<file path="config.mk">
export PLATFORM = sky130hd
export DESIGN_NAME = guess_grader
export DESIGN_NICKNAME = d
export VERILOG_FILES = /design/src/rtl/guess_grader.sv
export SDC_FILE = /design/constraint.sdc
export NUM_CORES = 1
export LEC_CHECK = 0
export CORE_MARGIN = 2
export CORE_UTILIZATION = 35
export CTS_CLUSTER_SIZE = 10
export DETAILED_ROUTE_END_ITERATION = 7
export SLEW_MARGIN = 20
export SYNTH_ARGS = -nofsm -noshare
export SYNTH_HDL_FRONTEND = slang
export SYNTH_SLANG_ARGS = --single-unit
</file>
<file path="constraint.sdc">
create_clock -name clock -period 3.82 [get_ports clock]
set_input_delay 1.146 -clock clock [delete_from_list [all_inputs] [get_ports clock]]
set_output_delay 1.146 -clock clock [all_outputs]
set_load 0.02 [all_outputs]
</file>
<file path="src/rtl/guess_grader.sv">
// Grades a four-slot shape guess against the loaded master pattern over a fixed
// 8-cycle sequence, reporting exact (Znarly) and wrong-slot (Zood) matches plus game state.
module guess_grader #(
  parameter int MAX_ROUNDS = 8,
  parameter int NUM_SHAPES = 6
) (
  input  logic        clock,
  input  logic        reset,
  input  logic [11:0] masterPattern,
  input  logic        LoadDone,
  input  logic        NewGame,
  input  logic [11:0] Guess,
  input  logic        GradeIt,
  output logic        Busy,
  output logic        GradeDone,
  output logic [2:0]  Znarly,
  output logic [2:0]  Zood,
  output logic        BadGuess,
  output logic [3:0]  RoundNumber,
  output logic        GameWon,
  output logic        GameOver
);

  localparam logic [2:0] LAST_SHAPE = 3'(NUM_SHAPES);
  localparam logic [3:0] ROUND_MAX  = 4'(MAX_ROUNDS);

  typedef enum logic [1:0] {IDLE, EXACT, COUNT, DONE} state_t;

  state_t      state, state_nxt;
  logic [11:0] guess_q, master_q;
  logic [2:0]  exact_q, acc_q, shape_q;
  logic        accept_req, guess_bad;

  function automatic logic [2:0] count_shape(input logic [11:0] pat, input logic [2:0] s);
    logic [2:0] n;
    n = 3'd0;
    for (int k = 0; k < 4; k++)
      if (pat[3*k +: 3] == s) n = n + 3'd1;
    return n;
  endfunction

  function automatic logic [2:0] count_exact(input logic [11:0] a, input logic [11:0] b);
    logic [2:0] n;
    n = 3'd0;
    for (int k = 0; k < 4; k++)
      if (a[3*k +: 3] == b[3*k +: 3]) n = n + 3'd1;
    return n;
  endfunction

  function automatic logic [2:0] min3(input logic [2:0] a, input logic [2:0] b);
    return (a < b) ? a : b;
  endfunction

  function automatic logic has_bad_shape(input logic [11:0] pat);
    logic bad;
    bad = 1'b0;
    for (int k = 0; k < 4; k++)
      if (pat[3*k +: 3] == 3'd0 || pat[3*k +: 3] > LAST_SHAPE) bad = 1'b1;
    return bad;
  endfunction

  assign accept_req = (state == IDLE) && GradeIt && LoadDone && !GameOver && !NewGame;
  assign guess_bad  = has_bad_shape(Guess);
  assign Busy       = (state != IDLE);

  always_ff @(posedge clock) begin
    if (reset) state <= IDLE;
    else       state <= state_nxt;
  end

  always_comb begin
    state_nxt = state;
    case (state)
      IDLE:    if (accept_req && !guess_bad) state_nxt = EXACT;
      EXACT:   state_nxt = COUNT;
      COUNT:   if (shape_q == LAST_SHAPE) state_nxt = DONE;
      DONE:    state_nxt = IDLE;
      default: state_nxt = IDLE;
    endcase
    if (NewGame) state_nxt = IDLE;
  end

  // Working registers: latched operands, exact count, and per-shape match accumulator
  always_ff @(posedge clock) begin
    if (accept_req && !guess_bad) begin
      guess_q  <= Guess;
      master_q <= masterPattern;
    end
    if (state == EXACT) begin
      exact_q <= count_exact(guess_q, master_q);
      shape_q <= 3'd1;
      acc_q   <= 3'd0;
    end else if (state == COUNT) begin
      acc_q   <= acc_q + min3(count_shape(guess_q, shape_q), count_shape(master_q, shape_q));
      shape_q <= shape_q + 3'd1;
    end
  end

  // Reported results and game state
  always_ff @(posedge clock) begin
    if (reset) begin
      GradeDone   <= 1'b0;
      Znarly      <= 3'd0;
      Zood        <= 3'd0;
      BadGuess    <= 1'b0;
      RoundNumber <= 4'd0;
      GameWon     <= 1'b0;
      GameOver    <= 1'b0;
    end else begin
      GradeDone <= 1'b0;
      if (NewGame) begin
        Znarly      <= 3'd0;
        Zood        <= 3'd0;
        BadGuess    <= 1'b0;
        RoundNumber <= 4'd0;
        GameWon     <= 1'b0;
        GameOver    <= 1'b0;
      end else if (accept_req && guess_bad) begin
        BadGuess  <= 1'b1;
        GradeDone <= 1'b1;
      end else if (accept_req) begin
        BadGuess <= 1'b0;
      end else if (state == DONE) begin
        Znarly    <= exact_q;
        Zood      <= acc_q - exact_q;
        GradeDone <= 1'b1;
        if (RoundNumber < ROUND_MAX) RoundNumber <= RoundNumber + 4'd1;
        if (exact_q == 3'd4) begin
          GameWon  <= 1'b1;
          GameOver <= 1'b1;
        end else if (RoundNumber + 4'd1 >= ROUND_MAX) begin
          GameOver <= 1'b1;
        end
      end
    end
  end

endmodule

</file>
* After elaboration in Yosys (flattened, before gate mapping)
Cells that the tools add are included.
Operators by class: bitwise gates (word level) 2, $add $sub $neg 13, order comparisons 7, reduce and logical (&&, ||, !) cells 27, multiplexer cells 46, equal/unequal tests 19
Operator list (number):
- $mux 3 | 29
- $eq 3x3->1 | 12
- $add 3x1->3 const B | 10
- $mux 1 | 14
- $gt 3x3->1 const B | 4
- $logic_not 3->1 | 4
- $reduce_and 4->1 | 3
- $pmux 2 s4 | 1
- $eq 3x3->1 const B | 2
- $logic_and 1x1->1 | 6
- $reduce_bool 2->1 | 3
- $add 4x1->4 const B | 1
- $eq 2x2->1 const B | 2
- $ge 4x4->1 const B | 1
- $logic_or 1x1->1 | 4
- $lt 4x4->1 const B | 1
- $mux 2 | 2
- $add 3x3->3 | 1
- $logic_not 1->1 | 3
- $lt 3x3->1 | 1
- $reduce_and 3->1 | 1
- $sub 3x3->3 | 1
- $eq 2x1->1 const B | 1
- $logic_not 2->1 | 1
- other kinds (5) | 6
Storage, ports and cells: flip-flop bits (word level) 49, output and inout bits 15, word-level logic and storage cells 127, input port bits 29

* Longest topological paths before layout
word-level depth 19, gate-level depth with buffers 21, gate-level depth less buffers 20

* Worst setup path after synthesis
Ideal clock, no wire load.
path kind flip-flop to flip-flop, start register shape_q[0], end register acc_q[2], period minus slack after synthesis 3837 ps, required time 3696 ps, data arrival time 3713 ps, path buffers 1, setup slack -17 ps, stages on the path, launching flop included 21, library setup time 124 ps, cell sequence dfxtp_1 buf_8 xnor2_1 and3_1 ha_1 or4_4 nand2_1 ha_1 nand4_1 xnor2_1 ha_1 inv_1 a21oi_1 a21boi_0 nor2_1 ha_1 fa_1 xor2_1 nand2_1 xor2_1 nor2_1
On the way: longest elaborated chain between the ends 19, elaborated cells on any way between the ends 41, classes of those cells add/sub (7); order compare (1); eq/ne (8); mux (25)
RTL lines:
- start: declaration | RTL line 31 | logic [2:0] exact_q, acc_q, shape_q;
- start signal: assignment | RTL line 95 | shape_q <= shape_q + 3'd1;
- $eq 3x3->1 | RTL line 38 | if (pat[3*k +: 3] == s) n = n + 3'd1;
- $mux 1 | RTL line 38
- $mux 3 | RTL line 93 | end else if (state == COUNT) begin
- $mux 3 | RTL line 89 | if (state == EXACT) begin
- $add 3x1->3 | RTL line 38
- $mux 3 | RTL line 38
- $mux 3 | RTL line 93
- $mux 3 | RTL line 89
- [... 3 more ...]
- $mux 3 | RTL line 89
- $add 3x1->3 | RTL line 38
- $mux 3 | RTL line 38
- $mux 3 | RTL line 93
- $mux 3 | RTL line 89
- $lt 3x3->1 | RTL line 51 | return (a < b) ? a : b;
- $mux 3 (*) | RTL line 51
- $add 3x3->3 (*) | RTL line 94 | acc_q <= acc_q + min3(count_shape(guess_q, shape_q), count_shape(master_q, shape_q));
- end signal: assignment | RTL line 94
- end: declaration | RTL line 31
Every way passes the cells marked *; elsewhere a longest branch is shown, timed or not. The select of a mux whose other input is x is not followed. A chain may end at the register's enable or synchronous reset.

* Worst setup path in the final report
start register master_q[0], end register acc_q[2]
On the way: longest elaborated chain between the ends 19
RTL lines:
- start: declaration | RTL line 30 | logic [11:0] guess_q, master_q;
- start signal: assignment | RTL line 87 | master_q <= masterPattern;
- $eq 3x3->1 (*) | RTL line 38
- $mux 1 (*) | RTL line 38
- $mux 3 (*) | RTL line 93
- $mux 3 (*) | RTL line 89
- $add 3x1->3 | RTL line 38
- $mux 3 (*) | RTL line 38
- $mux 3 (*) | RTL line 93
- $mux 3 (*) | RTL line 89
- [... 3 more ...]
- $mux 3 (*) | RTL line 89
- $add 3x1->3 | RTL line 38
- $mux 3 (*) | RTL line 38
- $mux 3 (*) | RTL line 93
- $mux 3 (*) | RTL line 89
- $lt 3x3->1 | RTL line 51
- $mux 3 (*) | RTL line 51
- $add 3x3->3 (*) | RTL line 94
Marked as above.

==> metrics.md <==
| Metric | Value |
|---|---|
| Status | `finished clean` |
| CTS max path bufs | `2` |
| Crit Path Class | `reg2reg` |
| CTS H-tree depth | `2` |
| CTS sink cnt | `49` |
| Final worst path period need | `about 3800 ps` |
| Post-Route Skew | `roughly 9.5 ps` |
| Detailed Routing Iterations Pass 1 | `4` |
| Reg clk slew, reported paths | `roughly 90 ps` |
| Most frequent cells in the layout | `clkdlybuf4s50_1 (43), nor2_1 (27), edfxtp_1 (27)` |
| Antenna diode count | `0` |
| Crit. End Element | `flip-flop` |
| WL/cell | `approximately 12 um` |
| Hold-fix buffers, CTS | `0` |
| Synth warn | `0` |
| # setup viols final | `0` |
| Die area | `8654 sq um` |
| Total Routing Usage GR | `between 10% and 20%` |
| Power after layout | `~0.0012 W` |
| Internal Dissipation | `just over 0.0009 W` |
| DP HPWL | `approximately 4200 um` |
| Critical path launch point type | `flip-flop` |
| Max stage delay on crit path | `about 440 ps` |
| Share of final-layout standard cells stronger than drive strength 1 | `18.37%` |
| I/O Buffers | `between 40 and 50` |
| DRC | `0` |
| Vias post-DR | `1993` |
| Nets | `384` |
| PnR worst setup slack | `approximately 43 ps` |
| Gate power share | `between 20 and 25%` |
| Worst Max-Slew Pin Slew | `627.6 ps` |
| VDD IR-drop max | `roughly 220 uV` |
| Antenna violations before repair | `0` |
| Vias in the first global route | `roughly 1900` |
| Seq pwr share | `between 40% and 50%` |
| FMAX | `about 0.26 GHz` |
| Leakage power | `~1.5 nW` |
| Final Max Slew Viols | `0` |
| TritonCTS Buffers | `5` |
| Met1 WL | `about 2500 um` |
| Synth cell types | `36` |
| WL met3 | `111 um` |
| Crit-path slowest cell | `or4_4` |
| FF-to-FF Start | `master_q[0]` |
| Initial core utilization | `36.08%` |
| Setup tns final | `0 ps` |
| Crit path max fanout | `3` |
| Post-route ant nets | `0` |
| GPL Wtd Cong | `about 0.79` |
| Maxcap violations | `0` |
| CP Launch Point | `master_q[0]` |
| Final Hold Vio Count | `0` |
| Rows | `32` |
| Clock root cell | `clkbuf_8` |
| Synth Instances | `about 260` |
| Via density | `4.592` |
| Layout fillers | `between 700 and 800` |
| First-pass GRT wire length | `roughly 8800 um` |
| Sequential area share after synthesis | `a little under half` |
| Core area | `7687 sq um` |
| Switch share | `about a quarter` |
| # IOs | `44` |
| RSZ-0062 raised after global routing | `yes` |
| Synth Register Bits | `a little under 50` |
| Min-delay src | `GameWon` |
| Final Cycle Share | `between 90% and 100%` |
| Met2 wire len | `2597 um` |
| Critical Path AT | `between 3000 and 4000 ps` |
| Rel. slew slack | `between 50 and 60%` |
| CTS tree | `done` |
| Total Wirelength | `approximately 5300 um` |
| Reg2reg setup slack | `approximately 43 ps` |
| Hold Crit Class | `reg2reg` |
| Mapped Area | `around 2800 sq um` |
| Clock power frac | `between 30% and 40%` |
| P_sw | `~0.00031 W` |
| Total grt overflow | `0` |
| Dpl ws | `-174.1 ps` |
| DIE HEIGHT | `between 90 and 100 um` |
| P per Cell Area | `roughly 330 nW/um^2` |
| Avg Inst Size Synth | `about 11 sq um` |
| Syn_nets | `~320` |
| Area Overhead vs Synth | `34.06%` |
| Clock Latency Late Sink | `approximately 300 ps` |
| Largest net degree at the start of global routing | `25` |
| Crit-path cells | `xnor2_1, and3_4, ha_4, or4_4, nand2_4, ha_4, nand4_1, xnor2_2, ha_1, inv_2, a21oi_4, a21boi_2, nor2_1, ha_2, fa_2, xor2_1, nand2_1, xor2_1, nor2_1` |
| Max layer used | `met4` |
| CP required | `around 4000 ps` |
| Commonest non-fill, non-tap cell in the layout | `clkdlybuf4s50_1` |
| Die X | `93.03 um` |
| Initial DRC count | `54` |
==> critical path, delay by kind of cell, from the launching register on <==
family,cells,cell delay (ps)
xor gates and xnor gates,4,650
DFF,1,420
adders and majority gates,5,1160
buffers and inverters,1,50
and+or+nand+nor,7,1050
AOI/OAI and AO/OA,2,320
==> per-stage QoR <==
step | std cells | utilization [%] | instance area [sq um] | hold WS [ps]
4_1_cts | 433 | 46.76 | 3595 | 494.9
2_1_floorplan | 262 | - | 2778 | 484.1
5_1_grt | 434 | 48.37 | 3719 | 525.9
3_3_place_gp | 422 | 44.81 | 3445 | 467.1
3_5_place_dp | 422 | 44.81 | 3445 | 467.9
6_report | 434 | 48.37 | 3719 | 494.4
==> registers in the layout, summed over array words and instances, names as in the netlist, 2 cells and up <==
name / flops
Zood: 3
acc_q: 3
shape_q: 3
master_q: 12
Znarly: 3
guess_q: 12
RoundNumber: 4
exact_q: 3
state: 2
==> cells by family (layout without fill, tap and decap cells) <==
family,count (synthesis),count (layout),synth area share (%)
mux,11,11,4.015
simple gates,81,81,13.85
flops,49,49,45.11
compound gates,25,25,5.954
fa+ha+maj,24,24,11.37
buf+inv,22,92,3.924
xor+xnor,50,50,15.79
==> routing by layer <==
layer  GRT usage (%)  vias up
li1                -     1037
met1           16.48      927
met2           21.56       25
met3           2.417        4
met4           3.676        0
met5               0        -
==> final timing paths <==
kind / endpoint / cells after the start
max: acc_q[2] / 19
min reg2reg: GameWon / 2
min: GameWon / 2
max reg2reg: acc_q[2] / 19
==> synthesized netlist by cell type, drive strengths merged <==
cell | count | area, sq um
xnor2 | 29 | 254.0
edfxtp | 27 | 810.8
nor2 | 27 | 101.4
dfxtp | 22 | 440.4
ha | 22 | 275.3
xor2 | 21 | 183.9
inv | 16 | 60.06
nand2 | 15 | 56.30
nand3 | 12 | 60.06
mux2i | 10 | 100.1
nor3 | 8 | 40.04
a21oi | 6 | 30.03
and3 | 6 | 37.54
o21ai | 5 | 25.02
a211oi | 4 | 30.03
or3 | 4 | 25.02
buf | 3 | 37.53
clkbuf | 3 | 11.26
a21boi | 2 | 15.01
a31oi | 2 | 12.51
fa | 2 | 40.04
nand2b | 2 | 12.51
o31a | 2 | 17.52
or2 | 2 | 12.51
a2bb2oi | 1 | 8.760
a41oi | 1 | 8.760
mux2 | 1 | 11.26
nand4 | 1 | 6.260
nor2b | 1 | 6.260
nor4 | 1 | 6.260
o311a | 1 | 10.01
o31ai | 1 | 7.510
or3b | 1 | 8.760
or4 | 1 | 11.26
==> power groups by stage <==
stage	Sequential, W	Clock [W]	Combinational (W)
6_report	0.000581	0.000369	0.000261
5_1_grt	0.000583	0.000397	0.000288
4_1_cts	0.000581	0.000380	0.000235
3_5_place_dp	0.000592	0	0.000226
3_3_place_gp	0.000593	0	0.000221
2_1_floorplan	0.000586	0	0.000150
==> what timing repair did <==
action,in CTS,in global routing
buffers inserted,3,1
gates resized for setup,8,23
endpoints found under the setup margin,1,2
pin swaps,7,13
==> final cells by class <==
| class | count | area (sq um) | area share (%) |
|---|---|---|---|
| timing repair buffer | 68 | 618.1 | 16.62 |
| clock buffer | 5 | 68.82 | 1.851 |
| tap | 102 | 127.6 | 3.432 |
| clock inverter | 3 | 43.79 | 1.178 |
| sequential | 49 | 1262 | 33.95 |
| inverter | 16 | 60.06 | 1.615 |
| multi-input combinational | 191 | 1538 | 41.35 |
(Power assumes the default switching activity.)
==> patch 1, RTL diff (same flow settings) <==
`NUM_SHAPES`: 6 -> 3.
--- a/src/rtl/guess_grader.sv
+++ b/src/rtl/guess_grader.sv
@@ -2,7 +2,7 @@
 // 8-cycle sequence, reporting exact (Znarly) and wrong-slot (Zood) matches plus game state.
 module guess_grader #(
   parameter int MAX_ROUNDS = 8,
-  parameter int NUM_SHAPES = 6
+  parameter int NUM_SHAPES = 3
 ) (
   input  logic        clock,
   input  logic        reset,
Behaviour: not the same (Yosys sat finds a counterexample within 4 cycles, from zero or initial values).
==> patch 1 against the unedited design <==
Synthesized cell count decreased by 1.5%. Area after synthesis decreased by 0.90%. Cell area shrank 1.9%. Sequential cell count stayed put. Worst setup slack improved by 0.16 ns. Routed wire length shrank 1.1%. Critical path type unchanged.
Power is not compared: it rests on default switching activity, and its combinational part moved more than twofold at a synthesized area within 25%.
==> patch 1: results (changes against the unedited design) <==
| Metric | Value |
|---|---|
| Main area contributors after synthesis | edfxtp_1, dfxtp_1, ha_1 |
| Die X | 92.6 um (-0.44%) |
| Via-per-instance ratio | 4.63 (+0.77%) |
| F_max | 277 MHz (+4.5%) |
| DP Worst Slack | -0.0181 ns (+0.156 ns) |
| Worst Hold Launch | BadGuess |
| Global-route wire length before repair | 8570 um (-2.4%) |
| Dpl cell area | 0.00332 mm^2 (-3.6%) |
| DR WL met2 | 2600 um (+0.12%) |
| Sequential cell area share | 34.5% (+0.58 points) |
| Drt wl/cell | 12.5 um (+2.4%) |
| Run status | complete, no violations |
| Post-Syn Nets | 312 (-0.95%) |
| Non-clk bufs | 58 (-15%) |
| Seq/Total Area, Yosys | 45.5% (+0.41 points) |
| Worst Path Arrival | 3.81 ns (-0.15 ns) |
| Worst reg2reg path depth | 20 (+1) |
| Global Route met2 Usage | 20.1% (-1.5 points) |
| GRT Resource Usage Total | 12.6% (-0.053 points) |
| Placed Instances | 404 (-4.3%) |
| Critical path peak fanout | 5 (+2) |
| CTS resizes | 1 (-7) |
| Max stage delay on crit path | 0.39 ns (-0.05 ns) |
| Comb_multi_in | 183 (-4.2%) |
| Slowest CP cell | fa_2 |
| Met3 Track Usage GR | 2.44% (+0.024 points) |
| Max-slew headroom | 56.6% (-1.2 points) |
| Post-CTS Setup Inserts | 0 (-3) |
| DR iter-0 viols | 70 (+30%) |
| FF-to-FF setup slack | 0.21 ns (+0.16 ns) |
| M1 GR Usage | 17.4% (+0.95 points) |
| Post-synth top cells | nor2_1, edfxtp_1, xnor2_1 |
[patch 1: worst max-delay path: cells and delay by family, from the launching register on]
family,cells,cell delay [ns]
AO/OA/AOI/OAI,3,0.52
flip-flops,1,0.37
XOR/XNOR,4,0.70
adder cells (fa/ha/maj),4,1.06
buffers and inverters,3,0.26
AND/OR/NAND/NOR,6,0.58
[patch 1: kinds of logic after synthesis]
kind of cell / count (synthesis) / synth area share [%]
XOR/XNOR: 49 / 15.6
AO/OA/AOI/OAI: 23 / 5.51
AND/OR/NAND/NOR: 73 / 12.3
flip-flops: 49 / 45.5
adder cells (fa/ha/maj): 25 / 11.9
buffers and inverters: 26 / 4.23
multiplexers: 13 / 4.87
[patch 1: power by group through the flow]
stage	combinational (uW)	clock, uW	sequential, uW
after global routing	94.4	390	558
after global placement	72.7	0	570
after detailed placement	73.8	0	570
after floorplan	35.0	0	570
final	84.9	350	557
after CTS	74.4	368	558
==> patch 2, RTL diff (same flow settings) <==
Without the edit above. Add an input register stage for `masterPattern`, `LoadDone`, `NewGame`, `Guess` and `GradeIt`, cleared by the reset; this delays them by one clock.
--- a/src/rtl/guess_grader.sv
+++ b/src/rtl/guess_grader.sv
@@ -25,6 +25,28 @@
   localparam logic [3:0] ROUND_MAX  = 4'(MAX_ROUNDS);
 
   typedef enum logic [1:0] {IDLE, EXACT, COUNT, DONE} state_t;
+
+  logic [11:0] masterPattern_q;
+  logic LoadDone_q;
+  logic NewGame_q;
+  logic [11:0] Guess_q;
+  logic GradeIt_q;
+
+  always_ff @(posedge clock) begin
+    if (reset) begin
+      masterPattern_q <= '0;
+      LoadDone_q      <= '0;
+      NewGame_q       <= '0;
+      Guess_q         <= '0;
+      GradeIt_q       <= '0;
+    end else begin
+      masterPattern_q <= masterPattern;
+      LoadDone_q      <= LoadDone;
+      NewGame_q       <= NewGame;
+      Guess_q         <= Guess;
+      GradeIt_q       <= GradeIt;
+    end
+  end
 
   state_t      state, state_nxt;
   logic [11:0] guess_q, master_q;
@@ -59,8 +81,8 @@
     return bad;
   endfunction
 
-  assign accept_req = (state == IDLE) && GradeIt && LoadDone && !GameOver && !NewGame;
-  assign guess_bad  = has_bad_shape(Guess);
+  assign accept_req = (state == IDLE) && GradeIt_q && LoadDone_q && !GameOver && !NewGame_q;
+  assign guess_bad  = has_bad_shape(Guess_q);
   assign Busy       = (state != IDLE);
 
   always_ff @(posedge clock) begin
@@ -77,14 +99,14 @@
       DONE:    state_nxt = IDLE;
       default: state_nxt = IDLE;
     endcase
-    if (NewGame) state_nxt = IDLE;
+    if (NewGame_q) state_nxt = IDLE;
   end
 
   // Working registers: latched operands, exact count, and per-shape match accumulator
   always_ff @(posedge clock) begin
     if (accept_req && !guess_bad) begin
-      guess_q  <= Guess;
-      master_q <= masterPattern;
+      guess_q  <= Guess_q;
+      master_q <= masterPattern_q;
     end
     if (state == EXACT) begin
       exact_q <= count_exact(guess_q, master_q);
@@ -108,7 +130,7 @@
       GameOver    <= 1'b0;
     end else begin
       GradeDone <= 1'b0;
-      if (NewGame) begin
+      if (NewGame_q) begin
         Znarly      <= 3'd0;
         Zood        <= 3'd0;
         BadGuess    <= 1'b0;
Function: changed (a bounded check fails within 4 cycles, from zero or initial values and one cycle with reset high).
==> patch 2 against the unedited design <==
Cell area increased by 23%. Core utilization decreased by 1.3 points. Critical path type unchanged. Sequential share of layout area increased by 5.3 points. Power increased by 71%. Sequential cell count increased by 27. Via count increased by 18%. Area after synthesis increased by 26%. Routed wire length increased by 17%. Largest cell class is now registers. Worst setup slack got worse by 0.012 ns.
==> patch 2: results (changes against the unedited design) <==
| Metric | Value |
|---|---|
| Run status | complete, no violations |
| GPL Wtd Cong | 0.822 (+3.7%) |
| Count of different cell masters after synthesis | 38 (+5.6%) |
| Multi-input combinational area share | 37.3% (-4.0 points) |
| Cells after Synth | 320 (+22%) |
| Dpl hpwl | 4620 um (+9.5%) |
| Clk_buf instances | 11 (+6) |
| Clock network share of area | 4.95% (+1.9 points) |
| Seq/Total Area, Yosys | 51.2% (+6.1 points) |
| CTS resizes | 10 (+2) |
| CTS H-tree lvls | 3 (+1) |
| Met1 wire length | 2810 um (+11%) |
| Slowest CP cell | fa_2 |
| Crit path from | shape_q[1] |
| Skew final | 0.00859 ns (-0.000864 ns) |
| Hold endpoint | master_q[2] |
| CTS Buf Count | 9 (+4) |
| Vias | 2344 (+18%) |
| Final Instance Count excl. Fillers | 528 (+22%) |
| Worst slew pin tran | 0.846 ns (+0.219 ns) |
| Hold path depth | 0 (-2) |
| VDD IR-drop max | 155 uV (-31%) |
| Worst reg2reg path depth | 20 (+1) |
| Nets@finish | 443 (+15%) |
| Worst Hold Launch | masterPattern_q[2] |
| DR WL met2 | 3010 um (+16%) |
-- patch 2: cell types whose count changed after synthesis, moves of 2 or more --
cell / delta
a21oi_1: +2
clkbuf_1: +3
dfxtp_1: +27
nand2_1: +2
nor2b_1: +27
or3_1: -2
xnor2_1: -3
xor2_1: +3
-- patch 2: power breakdown --
part	switching [uW]	leakage, uW	internal, uW
Sequential	25.9	0.000651	866
Combinational	236	0.00102	272
Clock	284	0.000110	388
-- patch 2: metrics by stage --
stage               util, %  hold slack (ns)  TNS (ns)  setup slack, ns  instance area [um^2]
CTS                    45.8            0.408         0           0.0253                  4450
finish                 47.1            0.406         0           0.0314                  4580
detailed placement     42.7            0.391   -0.0920          -0.0920                  4160
floorplan                 -            0.386         0           0.0685                  3500
global route           47.1            0.415    -0.214           -0.144                  4580
global placement       42.7            0.390   -0.0363          -0.0363                  4160
-- patch 2: cell families after synthesis --
kind of cell / after synthesis
fa+ha+maj: 24
buf+inv: 25
simple gates: 107
xor+xnor: 50
mux: 11
compound gates: 27
flops: 76
